**src/rtl/mem_pkg.sv**
```systemverilog
`timescale 1ns/1ps
`default_nettype none
// ============================================================================
// Module      : mem_pkg
// Description : Shared definitions for the data memory responder: default
//               geometry, counter width, FSM state encoding and a saturating
//               counter helper.
// Revision    : 1.0 - initial release
// ============================================================================
package mem_pkg;

    localparam int c_depth = 128;  // data words
    localparam int c_aw    = 7;    // word address width, c_depth == 2**c_aw
    localparam int c_dw    = 32;   // data word width
    localparam int c_cnt_w = 16;   // access counter width

    // Explicit 1-bit encoding: CLEAR is the reset state.
    typedef enum logic [0:0] {
        CLEAR = 1'b0,
        READY = 1'b1
    } state_t;

    // Increment that sticks at all-ones instead of wrapping.
    function automatic logic [c_cnt_w-1:0] sat_inc(input logic [c_cnt_w-1:0] value);
        if (value == {c_cnt_w{1'b1}}) begin
            return value;
        end
        return value + c_cnt_w'(1);
    endfunction

endpackage
`default_nettype wire

```
**src/rtl/sram_array_128x32.sv**
```systemverilog
`timescale 1ns/1ps
`default_nettype none
// ============================================================================
// Module      : sram_array_128x32
// Description : Word storage with one synchronous write port and one
//               asynchronous (combinational) read port. No reset: contents
//               are initialised by the owner's clear sweep.
// Ports       : clk      - write clock
//               i_we     - write enable
//               i_waddr  - write word address
//               i_wdata  - write data
//               i_raddr  - read word address
//               o_rdata  - read data, combinational from i_raddr
// Revision    : 1.0 - initial release
// ============================================================================
module sram_array_128x32
    import mem_pkg::*;
#(
    parameter int DEPTH = c_depth,
    parameter int AW    = c_aw,
    parameter int DW    = c_dw
) (
    input  logic          clk,
    input  logic          i_we,
    input  logic [AW-1:0] i_waddr,
    input  logic [DW-1:0] i_wdata,
    input  logic [AW-1:0] i_raddr,
    output logic [DW-1:0] o_rdata
);

    logic [DW-1:0] r_mem [DEPTH];

    always_ff @(posedge clk) begin
        if (i_we) begin
            r_mem[i_waddr] <= i_wdata;
        end
    end

    // Zero-latency read: the core expects data in the same cycle it asks.
    assign o_rdata = r_mem[i_raddr];

endmodule
`default_nettype wire

```
**src/rtl/data_mem_responder.sv**
```systemverilog
`timescale 1ns/1ps
`default_nettype none
// ============================================================================
// Module      : data_mem_responder
// Description : Data memory seen by the core through an SRAM-style,
//               active-low CEN/WEN/OEN interface, with a backdoor preload
//               port and saturating read/write access counters. After reset
//               the whole array is swept to zero (busy high) before any
//               access is honoured.
// Ports       : clk, rst_n         - clock, synchronous active-low reset
//               CEN, WEN, OEN      - core chip/write/output enables (low)
//               A, Data2Mem        - core word address and write data
//               ReadDataMem        - core read data (0 unless reading)
//               busy               - clear sweep in progress
//               ld_valid/ld_ready  - backdoor preload handshake
//               ld_addr, ld_data   - backdoor preload address and data
//               rd_cnt, wr_cnt     - accepted core reads / writes, saturating
// Revision    : 1.0 - initial release
// ============================================================================
module data_mem_responder
    import mem_pkg::*;
#(
    parameter int DEPTH = c_depth,
    parameter int AW    = c_aw,
    parameter int DW    = c_dw
) (
    input  logic               clk,
    input  logic               rst_n,
    input  logic               CEN,
    input  logic               WEN,
    input  logic               OEN,
    input  logic [AW-1:0]      A,
    input  logic [DW-1:0]      Data2Mem,
    output logic [DW-1:0]      ReadDataMem,
    output logic               busy,
    input  logic               ld_valid,
    output logic               ld_ready,
    input  logic [AW-1:0]      ld_addr,
    input  logic [DW-1:0]      ld_data,
    output logic [c_cnt_w-1:0] rd_cnt,
    output logic [c_cnt_w-1:0] wr_cnt
);

    localparam logic [AW-1:0] c_last_addr = AW'(DEPTH - 1);

    // ------------------------------------------------------------------
    // State
    // ------------------------------------------------------------------
    state_t               r_state;
    logic [AW-1:0]        r_sweep_ptr;
    logic [c_cnt_w-1:0]   r_rd_cnt;
    logic [c_cnt_w-1:0]   r_wr_cnt;

    // ------------------------------------------------------------------
    // Access decode
    // ------------------------------------------------------------------
    logic                 w_ready;
    logic                 w_core_sel;
    logic                 w_core_wr;
    logic                 w_core_rd;
    logic                 w_ld_ready;
    logic                 w_ld_acc;

    assign w_ready    = (r_state == READY);
    // CEN high masks WEN/OEN completely.
    assign w_core_sel = w_ready && !CEN;
    assign w_core_wr  = w_core_sel && !WEN;
    // A write with OEN also low is a write only, so WEN must be high here.
    assign w_core_rd  = w_core_sel && WEN && !OEN;
    // The single write port belongs to the core whenever it writes; the
    // preload port is stalled (not dropped) for that cycle.
    assign w_ld_ready = w_ready && !w_core_wr;
    assign w_ld_acc   = ld_valid && w_ld_ready;

    // ------------------------------------------------------------------
    // Write-port mux: sweep > core write > backdoor load
    // ------------------------------------------------------------------
    logic                 w_we;
    logic [AW-1:0]        w_waddr;
    logic [DW-1:0]        w_wdata;
    logic [DW-1:0]        w_rdata;

    always_comb begin
        w_we    = 1'b0;
        w_waddr = r_sweep_ptr;
        w_wdata = '0;
        if (!w_ready) begin
            w_we    = 1'b1;
        end else if (w_core_wr) begin
            w_we    = 1'b1;
            w_waddr = A;
            w_wdata = Data2Mem;
        end else if (w_ld_acc) begin
            w_we    = 1'b1;
            w_waddr = ld_addr;
            w_wdata = ld_data;
        end
    end

    sram_array_128x32 #(
        .DEPTH (DEPTH),
        .AW    (AW),
        .DW    (DW)
    ) u_sram (
        .clk     (clk),
        .i_we    (w_we),
        .i_waddr (w_waddr),
        .i_wdata (w_wdata),
        .i_raddr (A),
        .o_rdata (w_rdata)
    );

    // ------------------------------------------------------------------
    // FSM, sweep pointer and counters
    // ------------------------------------------------------------------
    always_ff @(posedge clk) begin
        if (!rst_n) begin
            r_state     <= CLEAR;
            r_sweep_ptr <= '0;
            r_rd_cnt    <= '0;
            r_wr_cnt    <= '0;
        end else begin
            case (r_state)
                CLEAR: begin
                    // The last word is zeroed on the same edge that leaves
                    // CLEAR, giving exactly DEPTH busy cycles.
                    if (r_sweep_ptr == c_last_addr) begin
                        r_state <= READY;
                    end
                    r_sweep_ptr <= r_sweep_ptr + AW'(1);
                end
                READY: begin
                    r_state <= READY;
                end
                default: begin
                    r_state <= CLEAR;
                end
            endcase

            if (w_core_rd) begin
                r_rd_cnt <= sat_inc(r_rd_cnt);
            end
            if (w_core_wr) begin
                r_wr_cnt <= sat_inc(r_wr_cnt);
            end
        end
    end

    // ------------------------------------------------------------------
    // Outputs
    // ------------------------------------------------------------------
    assign ReadDataMem = w_core_rd ? w_rdata : '0;
    assign busy        = (r_state == CLEAR);
    assign ld_ready    = w_ld_ready;
    assign rd_cnt      = r_rd_cnt;
    assign wr_cnt      = r_wr_cnt;

endmodule
`default_nettype wire

```
**config.mk**
```make
export PLATFORM = sky130hd
export DESIGN_NAME = data_mem_responder
export DESIGN_NICKNAME = d
export VERILOG_FILES = /design/src/rtl/mem_pkg.sv /design/src/rtl/sram_array_128x32.sv /design/src/rtl/data_mem_responder.sv
export SDC_FILE = /design/constraint.sdc
export NUM_CORES = 2
export LEC_CHECK = 0
export ABC_AREA = 1
export BUFFER_PORTS_ARGS = -buffer_cell sky130_fd_sc_hd__buf_2
export CAP_MARGIN = 0
export CORE_ASPECT_RATIO = 0.7
export CORE_MARGIN = 2
export CORE_UTILIZATION = 38
export CTS_BUF_LIST = sky130_fd_sc_hd__clkbuf_16
export CTS_CLUSTER_DIAMETER = 40
export DETAILED_ROUTE_END_ITERATION = 16
export PLACE_DENSITY_LB_ADDON = 0.25
export SLEW_MARGIN = 20
export SYNTH_ARGS = -nofsm -noshare
export SYNTH_HDL_FRONTEND = slang
export SYNTH_SLANG_ARGS = --single-unit
```
**constraint.sdc**
```tcl
create_clock -name clk -period 3.4 [get_ports clk]
set_input_delay 0.17 -clock clk [delete_from_list [all_inputs] [get_ports clk]]
set_output_delay 0.17 -clock clk [all_outputs]
set_load 0.05 [all_outputs]
```
==> out/results.ini <==
[outcome]
outcome = finished with violations
violations = negative setup slack

[power]
p_per_area_nw_per_um2 = 566
power_leakage_nw = 71.7
swShare_pct = 23.1
power_mw = 112
p_sw_mw = 25.9
peakVddDrop_uv = 464
clkPwrFrac_pct = 44.8
p_seq_share_pct = 49.3
combinationalPowerShare_pct = 5.9
internal_power_mw = 86.3

[sta]
finalSetupViolations = 8
hold_slack_ns = 0.0466
maxSlewViolCount = 0
worstMarginPinSlew_ns = 1.24
fin_crit_sh_pct = 101
tns_ns = -0.284
skew_ns = 0.0750
layout_setup_ws_ns = -0.0383
period_needed_ns = 3.44
fmax_mhz = 291
rsz0062_at_grt = yes
finalHoldViolCount = 0
slew_headroom_pct = 16.9

[hold_path]
min_path_type = in -> reg
min_to = u_sram.r_mem[29][17]
hold_path.startpoint = Data2Mem[17]
hold_depth = 3

[yosys]
ys_seq_area_share_pct = 74.6
syn_nets = 14000
synth_seq_cells = 4136
yosys_warnings = 0
yosys.area.top_type = edfxtp_1
synthArstFlopShare_pct = 0
synthFlopType = edfxtp_1
synth_top_area_share_pct = 74.1
avgSynthCellArea_um2 = 12.0
synthesis.area_um2 = 166000
yosys.cell_types.count = 42
synth_edf_count = 4096
synthCells = 13900
synth_area_leaders = edfxtp_1 (74%), nand3_1 (12%), nand2_1 (10%)

[flow_run]
drv_cap = 0

[cells_and_area]
stdcell_count = 20600
utilization_pct = 45.5
syn2layout_area_growth_pct = 19.4
final_area_um2 = 198000
ff_latch_area_um2 = 124000
nNetsFinal = 14500
final_layout_size_suffix_gt1_share_pct = 12.9
final_cell_mix = nand2_1 (4473), edfxtp_1 (4096), nand3_1 (3860), buf_4 (448), clkbuf_16 (443)
multi_input_area_um2 = 40000
mostFrequentLayoutCell = nand2_1
nFillCells = 39300

[worst_setup_path]
crit_path_max_incr_delay_ns = 1.38
critPathCaptureType = flop
crit_required_ns = 3.99
crit_chain = inv_2 -> nor3_4 -> buf_4 -> a22o_4 -> dlygate4sd3_1
cpMaxStageDelayCell = dlygate4sd3_1
rrSetupSlack_ns = -0.04
start_kind = flop
critPathArrivalTime_ns = 4.02
crit_fanout = 24
r2r_cells = 5
crit_type = reg -> reg
timing.rr.end = u_sram.r_mem[1][13]
r2r_start = r_state

[placed_design]
dp_slack_ns = -0.109
gp_congestion = 0.915
place_area_um2 = 182000
dp.cells = 19700
numPortBuffers = 149
hpwl_mm = 316

[floorplanning]
fp-row-count = 203
io-pin-count = 150
initial_utilization_pct = 38.1
chipWidth_um = 794
die_area_um2 = 442000
die_h_um = 557
fp.coreArea_um2 = 436000

[clock_tree]
cts_buffers = 438
max-clock-path-buffers = 4
cts_sinks = 4136
clk-insertion-delay-late_ns = 0.99
clock-root-buffer = clkbuf_16
cts_tree = done
clkTransAtPathRegs_ns = 0.06
htree_levels = 5

[route]
remaining_drc_errors = 0
drt_pre_antenna_iters = 8
drt_iter0_markers = 16200
num_vias = 114000
viasPerCell = 5.53
ant_nets = 0
wirelength_mm = 549
wl_per_cell_um = 26.6

[global_routing]
grt_pass1_wl_mm = 777
antenna_found_initial = 23
grt_pass1_vias = 105000
grt_max_degree = 129
grt_use_total_pct = 23.9
grt_overflow_total = 0

sequential cells by signal, summed over array words and instances, names as in the netlist:
name	flops
wr_cnt	16
rd_cnt	16
r_state	1
r_sweep_ptr	7
u_sram.r_mem	4096
power by group through the flow:
stage	combinational, mW	clock (mW)	sequential, mW
CTS	6.38	50.7	55.3
global placement	6.25	0	56.4
global route	6.95	52.8	55.3
detailed placement	6.29	0	56.4
floorplan	3.21	0	56.4
finish	6.58	50.2	55.3
synth_stat cells (all sizes together) (2+ instances only):
| master | instances |
|---|---|
| nor2 | 231 |
| nand2 | 4500 |
| ha | 3 |
| xnor2 | 2 |
| nor3 | 14 |
| and2 | 2 |
| edfxtp | 4096 |
| clkinv | 2 |
| and3 | 5 |
| o21ai | 28 |
| buf | 308 |
| nand4 | 14 |
| nor3b | 4 |
| a31oi | 2 |
| dfxtp | 40 |
| a22o | 32 |
| inv | 46 |
| o221ai | 2 |
| clkbuf | 616 |
| a21oi | 26 |
| o21bai | 2 |
| nand3 | 3898 |
cell families after synthesis:
group                      Yosys count  share of synthesized area [%]
and+or+nand+nor                   8671                           22.7
DFF                               4136                           74.6
buffers and inverters              972                           2.31
AOI/OAI and AO/OA                   94                          0.393
xor gates and xnor gates             3                         0.0158
adders and majority gates            3                         0.0226
what timing repair did:
item                                    in CTS  in global routing
pin swaps                                    1                 23
setup buffers                                0                  6
gates cloned                                 1                 14
endpoints found under the hold margin     1289                  0
endpoints found under the setup margin      27                166
gates resized for setup                     44                 50
hold buffers                                72                  0
metal layers:
metal  vias to the layer above  track usage, %  share of wire (%)
met5                         -           0.492              0.060
met2                      5899            32.9                 41
li1                      50600               -                  -
met3                       733            5.62                 11
met4                         4            7.03                3.0
met1                     56700            37.2                 45
area by class of cell:
type / count / share of cell area [%]
Sequential cell: 4136 / 62.5
Clock buffer: 443 / 5.60
Tap cell: 5842 / 3.69
Inverter: 48 / 0.109
Clock inverter: 359 / 2.00
Timing Repair Buffer: 983 / 5.90
Antenna cell: 7 / 0.00884
Multi-Input combinational cell: 8786 / 20.2
worst max-delay path, delay by kind of cell, from the launching register on:
kind | cells | cell delay, ns
buf+inv | 3 | 1.94
flops | 1 | 0.39
compound gates | 1 | 0.34
simple gates | 1 | 0.28
worst max-delay path by stage:
stage,startpoint,end,slack (ns),cells past startpoint
global route,r_state,u_sram.r_mem[34][12],-0.004,13
floorplan,r_state,u_sram.r_mem[88][0],-0.52,9
detailed placement,A[0],ReadDataMem[6],-0.11,14
CTS,u_sram.r_mem[23][27],ReadDataMem[27],0.002,12
finish,r_state,u_sram.r_mem[1][13],-0.04,5
global placement,A[0],ReadDataMem[6],-0.13,14
(Power assumes the default switching activity.)
